**config.mk**
```make
export PLATFORM = sky130hd
export DESIGN_NAME = uart_tx_ctrl
export DESIGN_NICKNAME = d
export VERILOG_FILES = /design/src/rtl/uart_tx_ctrl.sv
export SDC_FILE = /design/constraint.sdc
export NUM_CORES = 1
export LEC_CHECK = 0
export ABC_AREA = 0
export CORE_MARGIN = 8
export CORE_UTILIZATION = 50
export CTS_BUF_LIST = sky130_fd_sc_hd__clkbuf_4
export DETAILED_ROUTE_END_ITERATION = 8
export MAX_ROUTING_LAYER = met4
export PLACE_DENSITY = 0.74
export SLEW_MARGIN = 0
export SYNTH_ARGS = -nofsm -noshare
export SYNTH_HDL_FRONTEND = slang
export SYNTH_SLANG_ARGS = --single-unit
```
**constraint.sdc**
```tcl
create_clock -name clk -period 2.3 [get_ports clk]
set_input_delay 0.23 -clock clk [delete_from_list [all_inputs] [get_ports clk]]
set_output_delay 0.23 -clock clk [all_outputs]
set_load 0.01 [all_outputs]
```
**src/rtl/uart_tx_ctrl.sv**
```systemverilog
// UART transmit frame sequencer.
// Serialises one accepted byte as start, data (LSB first), optional parity and
// one or two stop bits, timed by the 16x oversampling tick. While idle it holds
// the baud generator cleared so each frame's first bit is aligned to the accept.
module uart_tx_ctrl #(
    parameter int OVERSAMPLE = 16,
    parameter int DATA_W     = 8
) (
    input  logic              clk,
    input  logic              reset,
    input  logic              bclk_tick,
    output logic              bclk_start,
    input  logic [1:0]        cfg_data_bits,
    input  logic              cfg_parity_en,
    input  logic              cfg_parity_odd,
    input  logic              cfg_stop2,
    input  logic              tx_valid,
    input  logic [DATA_W-1:0] tx_data,
    output logic              tx_ready,
    output logic              txd,
    output logic              tx_busy,
    output logic              tx_done
);

    localparam int TICK_W = (OVERSAMPLE > 2) ? $clog2(OVERSAMPLE) : 1;
    localparam int BIT_W  = (DATA_W > 2) ? $clog2(DATA_W) : 1;

    typedef enum logic [2:0] {
        S_IDLE   = 3'd0,
        S_START  = 3'd1,
        S_DATA   = 3'd2,
        S_PARITY = 3'd3,
        S_STOP   = 3'd4
    } state_t;

    state_t              state_r;
    logic [TICK_W-1:0]   tick_cnt_r;
    logic [BIT_W-1:0]    bit_cnt_r;
    logic                stop_cnt_r;
    logic [DATA_W-1:0]   shreg_r;
    logic [1:0]          data_bits_r;
    logic                parity_en_r;
    logic                stop2_r;
    logic                parity_r;

    logic                bit_end_s;
    logic [BIT_W-1:0]    last_bit_s;

    // Parity over the configured number of low data bits; odd mode inverts.
    function automatic logic calc_parity(input logic [DATA_W-1:0] data,
                                         input logic [1:0]        bits,
                                         input logic              odd);
        logic p;
        p = odd;
        for (int i = 0; i < DATA_W; i++) begin
            if (i < (int'(bits) + 5)) begin
                p = p ^ data[i];
            end else begin
                p = p;
            end
        end
        return p;
    endfunction

    // A bit period ends on the tick that completes OVERSAMPLE ticks.
    assign bit_end_s  = bclk_tick && (tick_cnt_r == TICK_W'(OVERSAMPLE - 1));
    // Index of the final data bit for the snapshotted word length (5..8 bits).
    assign last_bit_s = BIT_W'(data_bits_r) + BIT_W'(4);

    // Frame sequencer: state, counters, snapshot and all registered outputs.
    always_ff @(posedge clk) begin
        if (reset) begin
            state_r     <= S_IDLE;
            tick_cnt_r  <= TICK_W'(0);
            bit_cnt_r   <= BIT_W'(0);
            stop_cnt_r  <= 1'b0;
            shreg_r     <= DATA_W'(0);
            data_bits_r <= 2'd0;
            parity_en_r <= 1'b0;
            stop2_r     <= 1'b0;
            parity_r    <= 1'b0;
            txd         <= 1'b1;
            tx_ready    <= 1'b1;
            tx_busy     <= 1'b0;
            tx_done     <= 1'b0;
            bclk_start  <= 1'b1;
        end else begin
            tx_done <= 1'b0;
            if (state_r == S_IDLE) begin
                // Ticks are ignored here; the generator is held cleared.
                tick_cnt_r <= TICK_W'(0);
                if (tx_valid && tx_ready) begin
                    shreg_r     <= tx_data;
                    data_bits_r <= cfg_data_bits;
                    parity_en_r <= cfg_parity_en;
                    stop2_r     <= cfg_stop2;
                    parity_r    <= calc_parity(tx_data, cfg_data_bits, cfg_parity_odd);
                    bit_cnt_r   <= BIT_W'(0);
                    stop_cnt_r  <= 1'b0;
                    state_r     <= S_START;
                    txd         <= 1'b0;
                    tx_ready    <= 1'b0;
                    tx_busy     <= 1'b1;
                    bclk_start  <= 1'b0;
                end
            end else begin
                if (bclk_tick) begin
                    if (bit_end_s) begin
                        tick_cnt_r <= TICK_W'(0);
                    end else begin
                        tick_cnt_r <= tick_cnt_r + TICK_W'(1);
                    end
                end
                if (bit_end_s) begin
                    case (state_r)
                        S_START: begin
                            state_r   <= S_DATA;
                            bit_cnt_r <= BIT_W'(0);
                            txd       <= shreg_r[0];
                        end
                        S_DATA: begin
                            if (bit_cnt_r == last_bit_s) begin
                                if (parity_en_r) begin
                                    state_r <= S_PARITY;
                                    txd     <= parity_r;
                                end else begin
                                    state_r    <= S_STOP;
                                    stop_cnt_r <= 1'b0;
                                    txd        <= 1'b1;
                                end
                            end else begin
                                shreg_r   <= shreg_r >> 1;
                                txd       <= shreg_r[1];
                                bit_cnt_r <= bit_cnt_r + BIT_W'(1);
                            end
                        end
                        S_PARITY: begin
                            state_r    <= S_STOP;
                            stop_cnt_r <= 1'b0;
                            txd        <= 1'b1;
                        end
                        S_STOP: begin
                            if (stop2_r && !stop_cnt_r) begin
                                stop_cnt_r <= 1'b1;
                                txd        <= 1'b1;
                            end else begin
                                state_r    <= S_IDLE;
                                txd        <= 1'b1;
                                tx_done    <= 1'b1;
                                tx_busy    <= 1'b0;
                                tx_ready   <= 1'b1;
                                bclk_start <= 1'b1;
                            end
                        end
                        default: begin
                            // Unreachable encoding: recover to an idle line.
                            state_r    <= S_IDLE;
                            txd        <= 1'b1;
                            tx_busy    <= 1'b0;
                            tx_ready   <= 1'b1;
                            bclk_start <= 1'b1;
                        end
                    endcase
                end
            end
        end
    end

endmodule
```
* Word-level counts from Yosys, hierarchy flattened *
Cells that the tools add are included.

storage, ports and cells
  RAM bits = 0
  register bits after elaboration = 28
  input port bits = 17
  memories = 0
  ROM bits = 0
  bits in latches = 0
  logic and storage cells = 137

cells by class
  muxes and demuxes = 69
  $lt $le $gt $ge = 8
  $add $sub $neg = 4
  reductions and logical operators = 19
  $mul = 0
  equality and inequality tests = 14
  shift operators = 0
  bitwise gates (word level) = 10
  div/mod/pow operators = 0

operators by type and width
  operator                                                                  number
  4-bit by 32-bit < comparator with 1-bit output (first input constant)     3
  3-bit by 32-bit < comparator with 1-bit output (first input constant)     2
  1-bit two-way mux                                                         47
  8-bit two-way mux                                                         5
  1-bit by 32-bit < comparator with 1-bit output (first input constant)     1
  2-bit by 32-bit < comparator with 1-bit output (first input constant)     1
  3-bit two-way mux                                                         10
  4-bit AND reduction                                                       4
  3-bit inequality test (second input constant)                             5
  3-bit one-hot mux with 4 select lines                                     1
  1-bit XOR                                                                 8
  3-bit by 2-bit == test with 1-bit output (second input constant)          2
  1-bit one-hot mux with 2 select lines                                     3
  3-bit one-hot mux with 2 select lines                                     1
  6-bit AND reduction                                                       1
  2-bit by 3-bit adder with 4-bit output (second input constant)            1
  4-bit by 1-bit adder with 4-bit output (second input constant)            1
  4-bit == test (second input constant)                                     1
  3-bit by 4-bit < comparator with 1-bit output (first input constant)      1
  4-bit two-way mux                                                         1
  2-bit by 1-bit inequality test with 1-bit output (second input constant)  2
  2-bit AND reduction                                                       2
  2-bit nonzero test                                                        2
  4-bit nonzero test                                                        1
  15 further kinds                                                          18

* Depth between registers and ports, before layout *
Gate-level depths: netlist of run 1.

  depth in word-level cells = 38
  depth in mapped cells = 8
  depth with buffers taken out = 6

* Worst setup path before layout of run 1 *
OpenSTA, ideal clock, no wires.

  path type = flip-flop to flip-flop
  start point = reg tick_cnt_r[0]
  end point = reg shreg_r[0]
  cell stages (with the launch flop) = 9
  setup time = 0.088 ns
  slack = 0.483 ns
  arrival time = 1.728 ns
  clock period less this slack = 1.817 ns
  cells stage by stage = dfxtp_1 -> ha_1 -> and4_1 -> buf_2 -> nand2_2 -> a221oi_4 -> buf_6 -> nor2_1 -> a311oi_2

on the way
  cells in the longest elaborated chain, start to end = 4

ends and longest elaborated chain
  what                                  RTL line  source
  start: declaration                    37        logic [TICK_W-1:0] tick_cnt_r;
  start signal: assignment              111       tick_cnt_r <= tick_cnt_r + TICK_W'(1);
  4-bit == test                         66        assign bit_end_s = bclk_tick && (tick_cnt_r == TICK_W'(OVERSAMPLE - 1));
  1-bit logical AND                     66
  2-bit nonzero test (no source line)   -
  4-bit AND reduction (no source line)  -
  end signal: assignment                93        shreg_r <= tx_data;
  end signal: assignment                132       shreg_r <= shreg_r >> 1;
  end: declaration                      40        logic [DATA_W-1:0] shreg_r;

No other way between the ends.
A chain may end at the register's enable or synchronous reset.

* Worst setup path after layout of run 1 *
  start point = reg tick_cnt_r[0]
  end point = reg shreg_r[6]

The elaborated chain is that of the path after synthesis.

==> flow_summary.yaml, run 1 <==
status:
  outcome: "completed"
clocking:
  cts_buffers: 3
  cts_setup_buffers: 0
  clk_pin_slew_worst_paths_ns: 0.15
  tritoncts: "built"
  clock_path_buffers: 2
  cts_root_buf: "clkbuf_4"
  cts.sinks: 28
  cts_hold_buf: 0
  clkLatencyLatePin_ns: 0.33
  htreeDepth: 1
  cts_resized: 0
floorplan:
  fp.dieH_um: 71.3
  start_util: 0.513
  num_rows: 20
  die-area_mm2: 0.00508
  coreArea_mm2: 0.00298
  die_w_um: 71.3
  io_pins: 22
grt:
  grt-busiest-layer: "met2"
  met1_usage: 0.150
  antenna_found_initial: 0
  grt_max_degree: 16
  met3_usage: 0.0335
  grt_pass1_vias: 1389
  grt_pass1_wl_mm: 5.87
  use_met2: 0.248
  gr-usage-all-layers: 0.140
  overflow: 0
sta:
  tns_ns: 0
  slew_headroom: 0.600
  final-hold-violation-count: 0
  timing.final.crit_share: 0.881
  tightest_slew_ns: 0.600
  skew_ns: 0.00962
  period_minus_slack_ns: 2.03
  max_freq_mhz: 493
  final-setup-viol-count: 0
  slew_viol_final: 0
  rsz0062_at_grt: "no"
cells_and_area:
  design_area_mm2: 0.00177
  fillerInstances: 274
  final_layout_size_suffix_gt1_frac: 0.0950
  final_core_util: 0.595
  final_cell_mix: "31 x nand2_1, 28 x dfxtp_1, 21 x clkdlybuf4s50_1"
  areaGrowthSynthToFinish_pct: 15.9
  final_nets: 221
  final_common_cell: "nand2_1"
  layout.cells.non_filler: 233
  n_antenna_cell: 0
route:
  wl_per_cell_um: 14.6
  via_per_inst: 5.94
  drtIter0Drc: 89
  finalWirelength_mm: 3.40
  drtAntennaViolNets: 0
  vias: 1384
  drc_errors: 0
  dr.pass1.iters: 4
worst_setup_path:
  endpoint_kind: "flop"
  path_class: "reg -> reg"
  critPathLaunchType: "flop"
  crit_fanout: 14
  cp.required_ns: 2.55
  arrival_ns: 2.28
logic_synthesis:
  synth_edf_count: 0
  async_reset_ff_frac: 0
  yosysSeqAreaShare: 0.367
  netlist_instances: 182
  netlist_area_mm2: 0.00153
  synth_top_flop_cell: "dfxtp_1"
  syn_nets: 201
  yosysWarnings: 0
  syn_avg_cell_area_um2: 8.40
  synthDistinctLibCells: 43
  synth_seq_cells: 28
  synth_top_cell_by_area: "dfxtp_1"
  yosys.area.top_type_share: 0.367
  synth_area_leaders: "dfxtp_1 37%, nand2_1 7.6%, xnor2_1 4.6%, a21oi_1 4.3%, nor2_1 3.7%"
place:
  placed_cell_area_mm2: 0.00175
  dp.cells: 230
  portBuffers: 21
  gp_congestion: 0.834
  dp_hpwl_mm: 2.56
hold_path:
  hold_class: "in -> reg"
pwr:
  powerDensity_mw_per_mm2: 584
  power_uw: 1030
  p_leak_uw: 0.000632
  ir_drop_v: 0.000299
flow_run:
  maxCapViolCount: 0
-- final timing paths --
| kind | startpoint | end | slack (ns) | cells past startpoint |
|---|---|---|---|---|
| setup / recovery | tick_cnt_r[0]$_SDFFE_PP0P_ | shreg_r[6]$_SDFFE_PP0P_ | 0.27 | 6 |
| hold / removal | cfg_parity_en | parity_en_r$_SDFFE_PP0P_ | 0.45 | 3 |
| setup reg to reg | tick_cnt_r[0]$_SDFFE_PP0P_ | shreg_r[6]$_SDFFE_PP0P_ | 0.27 | 6 |
| hold reg to reg | stop2_r$_SDFFE_PP0P_ | stop2_r$_SDFFE_PP0P_ | 0.47 | 2 |
-- power by group --
part	switching (uW)	total [uW]	internal (uW)
Combinational	141	272	131
Clock	144	205	61.5
Sequential	32.1	556	524
-- flip-flops by register name, indices dropped and copies added, names as in the netlist, 2 cells and up --
name and count:
state_r 3, data_bits_r 2, shreg_r 8, bit_cnt_r 3, tick_cnt_r 4
-- stage by stage --
step | hold WS (ns) | setup WS (ns)
after detailed placement | 0.456 | 0.218
after CTS | 0.460 | 0.284
final | 0.453 | 0.273
after global routing | 0.465 | 0.0818
after floorplan | 0.366 | 0.483
after global placement | 0.442 | 0.292
-- area by class of cell --
type                       count  area (um^2)  share of cell area
inverter                       5         18.8              0.0106
multi-input combinational    136          866               0.489
clock buffer                   3         22.5              0.0127
timing repair buffer          28          263               0.148
sequential                    28          561               0.316
tap                           33         41.3              0.0233
-- metal layers --
metal / wire length, um / up-vias
met2: 1690 / 59
met3: 247 / 2
met4: 10 / 0
met5: 0 / -
li1: - / 684
met1: 1450 / 639
-- synthesized netlist by cell type, types with 2 or more instances --
cell type	n
nor2b_1	2
nand2b_1	2
o211ai_1	3
a311oi_1	4
buf_6	3
dfxtp_1	28
nand3_1	8
or3_1	2
a311oi_2	3
xnor2_1	8
nor2_1	15
clkbuf_1	4
nand4_1	4
nand2_1	31
xor2_1	3
ha_1	2
o21ai_0	6
a211oi_1	3
buf_2	4
nor3_1	4
mux2i_1	3
a21oi_1	13
and3_1	2
inv_1	5
buf_4	2
-- critical path: stages, from the launching register on --
cell and delay (ns):
dfxtp_1 0.42, ha_1 0.22, and4_1 0.25, nand2_2 0.10, a221oi_4 0.58, nor2_1 0.10
a311oi_2 0.27
-- logic make-up after synthesis --
kind of cell,synth area share
simple gates,0.247
compound gates,0.220
mux,0.0196
flops,0.367
xor+xnor,0.0630
fa+ha+maj,0.0164
buf+inv,0.0671
Power figures use the tool's default switching activity.
==> inputs of run 2 (changes only) <==
--- a/config.mk
+++ b/config.mk
@@ -6,12 +6,13 @@
 export NUM_CORES = 1
 export LEC_CHECK = 0
 export ABC_AREA = 0
+export CORE_ASPECT_RATIO = 1.5
 export CORE_MARGIN = 8
 export CORE_UTILIZATION = 50
 export CTS_BUF_LIST = sky130_fd_sc_hd__clkbuf_4
 export DETAILED_ROUTE_END_ITERATION = 8
+export DONT_BUFFER_PORTS = 1
 export MAX_ROUTING_LAYER = met4
-export PLACE_DENSITY = 0.74
 export SLEW_MARGIN = 0
 export SYNTH_ARGS = -nofsm -noshare
 export SYNTH_HDL_FRONTEND = slang
==> flow_summary.yaml, run 2 (same netlist as run 1, synthesis figures left out) <==
route:
  dr.pass1.iters: 4
  vias: 1309
  drc_errors: 0
  drtIter0Drc: 40
  finalWirelength_mm: 3.46
  wl_per_cell_um: 15.5
  via_per_inst: 5.87
  drtAntennaViolNets: 0
sta:
  tns_ns: 0
  rsz0062_at_grt: "no"
  final-hold-violation-count: 0
  tightest_slew_ns: 0.938
  final-setup-viol-count: 0
  timing.final.crit_share: 0.858
  slew_viol_final: 0
  max_freq_mhz: 507
  skew_ns: 0.00355
  period_minus_slack_ns: 1.97
  slew_headroom: 0.373
grt:
  grt_pass1_vias: 1290
  gr-usage-all-layers: 0.145
  antenna_found_initial: 0
  grt_pass1_wl_mm: 5.78
  grt_max_degree: 24
  overflow: 0
floorplan:
  fp.dieH_um: 83.7
  start_util: 0.525
  die_w_um: 61.2
  num_rows: 24
  coreArea_mm2: 0.00291
  die-area_mm2: 0.00512
  io_pins: 22
hold_path:
  hold_depth: 2
  worstHoldEndpoint: "parity_en_r$_SDFFE_PP0P_"
  worstHoldStart: "cfg_parity_en"
  hold_class: "in -> reg"
worst_setup_path:
  path_buf_inv: 1
  reg2reg_to: "shreg_r[5]$_SDFFE_PP0P_"
  cp_slowest_cell: "dfxtp_1"
  path_cells: "ha_1 > and4_1 > nand2_2 > a221oi_4 > buf_12 > nor2_1 > a311oi_2"
  rr_startpoint: "tick_cnt_r[0]$_SDFFE_PP0P_"
  crit_fanout: 15
  path_depth: 7
  cp.required_ns: 2.55
  arrival_ns: 2.22
  critPathMaxStageDelay_ns: 0.42
  critPathLaunchType: "flop"
  path_class: "reg -> reg"
  reg2reg_slack_ns: 0.33
  cp_top_family: "compound AO/OA/AOI/OAI gates"
  endpoint_kind: "flop"
  reg2reg_depth: 7
cells_and_area:
  layout.cells.non_filler: 223
  final_nets: 204
  largest_register_ffs: 8
  n_antenna_cell: 0
  final_common_cell: "nand2_1"
  reg.largest.list: "shreg_r x8, tick_cnt_r x4"
  areaGrowthSynthToFinish_pct: 6.30
  final_layout_size_suffix_gt1_frac: 0.103
  top_register: "shreg_r"
  final_cell_mix: "31 x nand2_1, 28 x dfxtp_1, 15 x nor2_1"
clocking:
  cts_buffers: 3
  htreeDepth: 1
  tritoncts: "built"
  cts_resized: 0
  clkLatencyLatePin_ns: 0.33
  cts.sinks: 28
  clk_pin_slew_worst_paths_ns: 0.15
  cts_root_buf: "clkbuf_4"
  clock_path_buffers: 2
place:
  gp_congestion: 0.917
  dp_hpwl_mm: 2.53
  dp.cells: 213
  portBuffers: 0
pwr:
  power_frac_comb: 0.240
  ir_drop_v: 0.000409
  powerDensity_mw_per_mm2: 625
  swShare: 0.308
  switchingPower_uw: 312
  internal_power_uw: 703
  p_leak_uw: 0.000573
  clkPwrFrac: 0.206
  pwr-share-seq: 0.554
flow_run:
  maxCapViolCount: 0
status:
  outcome: "completed"
==> run 2: worst reg2reg max path, cell delays in order (launching register included) <==
cell	delay (ns)
dfxtp_1	0.42
ha_1	0.23
and4_1	0.36
nand2_2	0.12
a221oi_4	0.30
buf_12	0.18
nor2_1	0.05
a311oi_2	0.23
==> run 2: power groups by stage <==
stage | sequential (uW) | clock [uW] | combinational, uW
final | 563 | 209 | 244
after floorplan | 558 | 0 | 194
after CTS | 563 | 215 | 224
after global routing | 568 | 241 | 272
after detailed placement | 574 | 0 | 216
after global placement | 572 | 0 | 209
==> run 2: area by class of cell <==
| class | count | area (um^2) |
|---|---|---|
| clock buffers | 3 | 22.5 |
| flip-flops and latches | 28 | 561 |
| well taps | 39 | 48.8 |
| clock inverters | 1 | 3.75 |
| repair buffers | 11 | 105 |
| fillers | 307 | 1290 |
| inverters | 5 | 18.8 |
| multi-input cells | 136 | 866 |
==> run 2: routing by layer <==
metal  part of all wire  track usage  up-vias
met2               0.52        0.239       22
met3              0.040       0.0216        7
met1               0.42        0.165      628
met5                  0            -        -
li1                   -            -      652
met4              0.022       0.0597        0
==> run 2: what timing repair did <==
| item | CTS | global route |
|---|---|---|
| setup buffers | 0 | 2 |
| hold buffers | 1 | 3 |
| setup endpoints to repair | 0 | 7 |
| endpoints found under the hold margin | 23 | 3 |
==> run 2: worst max-delay path by stage <==
stage	startpoint	to	slack (ns)
finish	tick_cnt_r[0]$_SDFFE_PP0P_	shreg_r[5]$_SDFFE_PP0P_	0.33
global route	tick_cnt_r[0]$_SDFFE_PP0P_	shreg_r[3]$_SDFFE_PP0P_	0.16
CTS	tick_cnt_r[0]$_SDFFE_PP0P_	shreg_r[6]$_SDFFE_PP0P_	0.15
detailed placement	tick_cnt_r[0]$_SDFFE_PP0P_	shreg_r[5]$_SDFFE_PP0P_	0.18
global placement	tick_cnt_r[0]$_SDFFE_PP0P_	shreg_r[6]$_SDFFE_PP0P_	0.30
floorplan	tick_cnt_r[0]$_SDFFE_PP0P_	shreg_r[0]$_SDFFE_PP0P_	0.48
==> run 2: metrics by stage <==
step / utilization / setup slack [ns] / total power, uW / cell area (um^2) / hold WS, ns
global route: 0.558 / 0.164 / 1080 / 1630 / 0.0115
detailed placement: 0.526 / 0.178 / 790 / 1530 / 0.304
CTS: 0.538 / 0.146 / 1000 / 1570 / 0.00828
floorplan: - / 0.483 / 752 / 1530 / 0.366
finish: 0.558 / 0.327 / 1020 / 1630 / 0.0154
global placement: 0.526 / 0.299 / 781 / 1530 / 0.303
